## config.mk

```make
export PLATFORM = sky130hd
export DESIGN_NAME = load_scoreboard
export DESIGN_NICKNAME = d
export VERILOG_FILES = /design/src/rtl/load_scoreboard.sv
export SDC_FILE = /design/constraint.sdc
export NUM_CORES = 1
export LEC_CHECK = 0
export CORE_AREA = 4 4 103 105
export DETAILED_ROUTE_END_ITERATION = 16
export DIE_AREA = 0 0 107 109
export GPL_ROUTABILITY_DRIVEN = 0
export PLACE_DENSITY = 0.54
export SETUP_SLACK_MARGIN = 0.05
export SLEW_MARGIN = 40
export SYNTH_ARGS = -nofsm -noshare
export SYNTH_HDL_FRONTEND = slang
export SYNTH_SLANG_ARGS = --single-unit
export TNS_END_PERCENT = 20
```

## constraint.sdc

```tcl
create_clock -name clk -period 4.26 [get_ports clk]
set_clock_uncertainty 0.2 [all_clocks]
set_input_delay 0.426 -clock clk [delete_from_list [all_inputs] [get_ports clk]]
set_output_delay 0.426 -clock clk [all_outputs]
set_load 0.02 [all_outputs]
```

## src/rtl/load_scoreboard.sv

```systemverilog
// Register scoreboard for the variable-latency load path: tracks registers owed by loads and stalls ID on hazards.
// Optional macro SCOREBOARD_WB_BYPASS_EN lets a same-cycle writeback satisfy source/WAW checks.
module load_scoreboard #(
    parameter int MAX_OUTSTANDING = 4
) (
    input  logic        clk,
    input  logic        rst_n,
    input  logic        id_valid,
    input  logic [4:0]  id_rs1,
    input  logic [4:0]  id_rs2,
    input  logic        id_use_rs1,
    input  logic        id_use_rs2,
    input  logic [4:0]  id_rd,
    input  logic        id_regwrite,
    input  logic        id_is_load,
    input  logic        wb_load_valid,
    input  logic [4:0]  wb_load_rd,
    output logic        stall,
    output logic [31:0] pending,
    output logic [3:0]  outstanding,
    output logic        sb_error
);

    localparam logic [3:0] MAX_CNT = 4'(MAX_OUTSTANDING);

    logic [31:0] r_pending;
    logic [3:0]  r_outstanding;
    logic        r_error;

    logic [31:0] w_clr;
    logic [31:0] w_busy;
    logic [31:0] w_pending_nxt;
    logic        w_rs1_haz;
    logic        w_rs2_haz;
    logic        w_waw_haz;
    logic        w_cap_haz;
    logic        w_retire_ok;
    logic        w_retire_err;
    logic        w_issue;

    always_comb begin
        w_clr = '0;
        if (wb_load_valid && (wb_load_rd != 5'd0))
            w_clr[wb_load_rd] = 1'b1;
    end

    // With the bypass, a register being written back this cycle reads fresh from the write-first regfile.
`ifdef SCOREBOARD_WB_BYPASS_EN
    assign w_busy = r_pending & ~w_clr;
`else
    assign w_busy = r_pending;
`endif

    // A retire is honoured only if it is consistent with the tracked state; anything else is a protocol error.
    assign w_retire_ok  = wb_load_valid && (wb_load_rd != 5'd0) && r_pending[wb_load_rd]
                          && (r_outstanding != 4'd0);
    assign w_retire_err = wb_load_valid && !w_retire_ok;

    assign w_rs1_haz = id_use_rs1 && (id_rs1 != 5'd0) && w_busy[id_rs1];
    assign w_rs2_haz = id_use_rs2 && (id_rs2 != 5'd0) && w_busy[id_rs2];
    assign w_waw_haz = id_regwrite && (id_rd != 5'd0) && w_busy[id_rd];
    assign w_cap_haz = id_is_load && (r_outstanding == MAX_CNT) && !w_retire_ok;

    assign stall   = id_valid && (w_rs1_haz || w_rs2_haz || w_waw_haz || w_cap_haz);
    assign w_issue = id_valid && !stall && id_is_load && id_regwrite && (id_rd != 5'd0);

    // Set is applied after clear so a same-register issue and retire leaves the bit owed.
    always_comb begin
        w_pending_nxt = r_pending;
        if (w_retire_ok)
            w_pending_nxt[wb_load_rd] = 1'b0;
        if (w_issue)
            w_pending_nxt[id_rd] = 1'b1;
        w_pending_nxt[0] = 1'b0;
    end

    always_ff @(posedge clk or negedge rst_n) begin
        if (!rst_n) begin
            r_pending     <= '0;
            r_outstanding <= '0;
            r_error       <= 1'b0;
        end else begin
            r_pending <= w_pending_nxt;
            case ({w_issue, w_retire_ok})
                2'b10:   r_outstanding <= r_outstanding + 4'd1;
                2'b01:   r_outstanding <= r_outstanding - 4'd1;
                default: r_outstanding <= r_outstanding;
            endcase
            if (w_retire_err)
                r_error <= 1'b1;
        end
    end

    assign pending     = r_pending;
    assign outstanding = r_outstanding;
    assign sb_error    = r_error;

endmodule

```

==> results of run 1 <==
[registers in the layout, indices dropped and copies added, names as in the netlist]
signal and flops:
outstanding 4, pending 31, sb_error 1
[power breakdown]
| part | internal, W | switching (W) |
|---|---|---|
| Sequential | 0.000385 | 0.0000881 |
| Clock | 0.000144 | 0.000121 |
| Combinational | 0.000247 | 0.000297 |
| Total | 0.000777 | 0.000506 |
[worst max-delay path, cell delays in order]
cell,delay (ns)
clkdlybuf4s50_1,0.57
mux4_2,0.52
mux2_2,0.28
nand3_1,0.08
a21oi_1,0.09
a41o_1,0.24
a41o_1,0.25
buf_8,0.21
o21a_1,0.21
clkdlybuf4s50_1,0.53
[how the worst max path moves through the flow]
stage                              from        endpoint  slack, ns  depth (start not counted)
final                         id_rs2[0]           stall       0.21                         10
after CTS                     id_rs1[1]           stall       0.06                         10
after global routing      wb_load_rd[2]           stall       0.07                         10
after global placement        id_rs1[1]  outstanding[3]       0.03                         15
after detailed placement      id_rs1[1]  outstanding[3]      -0.01                         15
after floorplan               id_rs2[2]  outstanding[3]       0.60                         16
[metrics by stage]
stage	cell area (um2)	TNS [ns]
2_1_floorplan	3310	0
6_report	4270	0
5_1_grt	4270	0
3_3_place_gp	4150	0
4_1_cts	4250	0
3_5_place_dp	4150	-0.0110
[cells in the mapped netlist, types with 2 or more instances]
cell type / count / area [um2]
mux2_1: 4 / 45.0
o22ai_1: 3 / 18.8
a22oi_1: 5 / 37.5
and2_1: 2 / 12.5
nor2b_1: 2 / 12.5
and3_1: 2 / 12.5
inv_1: 6 / 22.5
a32oi_1: 4 / 35.0
or2_1: 2 / 12.5
o41ai_1: 31 / 272
nand3b_1: 5 / 37.5
a21oi_1: 2 / 10.0
xor2_1: 2 / 17.5
a41o_1: 2 / 20.0
dfrtp_1: 36 / 901
mux2i_1: 19 / 190
nand4_1: 2 / 12.5
o21ai_0: 2 / 10.0
o21ai_1: 2 / 10.0
a311oi_1: 2 / 17.5
o31ai_2: 29 / 363
nor2_1: 14 / 52.6
buf_1: 8 / 30.0
mux2_2: 10 / 113
mux4_2: 15 / 338
buf_2: 7 / 35.0
a21o_1: 2 / 15.0
or3b_1: 2 / 17.5
nand3_1: 7 / 35.0
nand2_1: 38 / 143
buf_4: 3 / 22.5
xnor2_1: 2 / 17.5
o31ai_1: 2 / 15.0
clkbuf_1: 19 / 71.3
a221oi_1: 2 / 17.5
nor3_1: 6 / 30.0
ha_1: 3 / 37.5
and3b_1: 3 / 26.3
nor3b_1: 5 / 37.5
nand2b_1: 6 / 37.5
nor4_1: 2 / 12.5
[final cells by class]
class | instances | area [um2]
multi-input cells | 255 | 2230
clock buffers | 7 | 96.3
well taps | 133 | 166
flip-flops and latches | 36 | 901
fillers | 959 | 5370
repair buffers | 88 | 851
inverters | 6 | 22.5
[cell families after synthesis]
kind of cell,share of synthesized area [%]
simple gates,16.4
other cells,0.113
xor+xnor,1.06
flops,27.2
fa+ha+maj,1.74
mux,20.7
compound gates,26.9
buf+inv,5.82
[what timing repair did]
action | in CTS | in global routing
gates cloned | 0 | 0
setup endpoints to repair | 1 | 1
gates resized for setup | 1 | 6
pin swaps | 0 | 0
[routing by layer]
metal,up-vias,part of all wire (%),track usage [%]
li1,1433,-,-
met1,1558,43,26.4
met2,127,49,33.9
met3,17,6.9,3.55
met4,0,1.7,6.67
met5,-,0,0
==> impl_metrics.csv, run 1 <==
group,metric,value,unit
timing,hold_viol,0,
worst_hold_path,min_from,"sb_error",
worst_hold_path,min_to,"sb_error",
finish,final_core_util,44.2,%
routing,ant_nets,0,
logic_synthesis,synth_fp_nets,367,
timing,rsz0062_at_grt,"no",
grt,antenna_found_initial,0,
cts,cts-buffers-inserted,5,
finish,area_growth,28.9,%
setup_path,ff2ff_setup_slack,0.52,ns
setup_path,worst-path-max-fanout,32,
logic_synthesis,syn_avg_cell_area,9.88,um2
routing,wirelength,11500,um
floorplanning,die_h,109,um
setup_path,r2r_cells,14,
setup_path,required,3.63,ns
cts,cts_tree,"yes",
floorplanning,io_pins,66,
grt,overflow,0,
setup_path,crit_path_end_kind,"primary output",
logic_synthesis,synth.distinct_cells,56,
power,totalPowerFinal,0.00128,W
routing,vias_per_cell,5.97,
setup_path,r2r-start,"pending[15]",
placed_design,io_buffers,64,
timing,period_needed,4.05,ns
logic_synthesis,ys_seq_elements,36,
power,powerDensity,301,nW/um2
floorplanning,coreArea,9640,um2
floorplanning,die-area,11700,um2
logic_synthesis,syn_inst,335,
routing,drcViolationCount,0,
logic_synthesis,async_flop_share,100,%
placed_design,dp.cells,518,
cts,cts_setup_buffers,0,
power,leakagePower,1.64,nW
routing,drt-pass1-iter-count,4,
setup_path,cp-start-kind,"primary input",
floorplanning,initial_utilization,34.3,%
logic_synthesis,synth_top_flop_cell,"dfrtp_1",
timing,relSlewSlack,50.3,%
placed_design,pre_cts_slack,-0.0110,ns
finish,nNetsFinal,424,
routing,drtIter0Drc,255,
timing,drv_slew,0,
finish,n_antenna_cell,0,
timing,worst_hold_slack,0.270,ns
outcome,status,"complete, no violations",
logic_synthesis,synth_warnings,0,
routing,drt-wirelength-per-cell,21.9,um
setup_path,path_class,"primary input to primary output",
cts,clock_latency,0.29,ns
routing,vias,3135,
setup_path,worst-endpoint-arrival,3.43,ns
job,cap_violations,0,
grt,grt_start_max_net_pins,37,
cts,cts.path.max_buffers,2,
cts,cts.clk_slew.worst_paths,0.07,ns
power,max-vdd-ir-drop,0.166,mV
finish,layout_common_cells,"clkdlybuf4s50_1, nand2_1, dfrtp_1",
cts,cts_root_buffer,"clkbuf_8",
timing,fin_crit_sh,95.2,%
timing,max_freq,247,MHz
timing,setup_viol,0,
timing,worst_slew_pin_slew,0.744,ns
floorplanning,die_w,107,um
cts,hold_buffers,0,
grt,grt_pass1_vias,3233,
grt,grt_first_pass_wirelength,18300,um
cts,cts.sinks,36,
cts,cts_max_level,2,
logic_synthesis,netlist_area,3310,um2
logic_synthesis,ys_seq_area_share,27.2,%
finish,final_common_cell,"clkdlybuf4s50_1",
grt,grt_use_total,20.2,%
worst_hold_path,worstHoldPathCells,1,
worst_hold_path,hold_path.class,"register to register",
setup_path,crit-reg2reg-capture,"outstanding[3]",
floorplanning,rows,36,
placed_design,dpl.hpwl,8430,um
timing,fin_ws,0.206,ns
finish,fin_cells,525,
logic_synthesis,synth_edf_count,0,
finish,drive_gt1_share,23.0,%
Power figures use the tool's default switching activity.
==> inputs of run 2 (changes only) <==
Settings changed: CTS_CLUSTER_DIAMETER set to 100.
==> results of run 2 <==
Same layout as run 1: the final DEF is identical, and so are final timing and power.
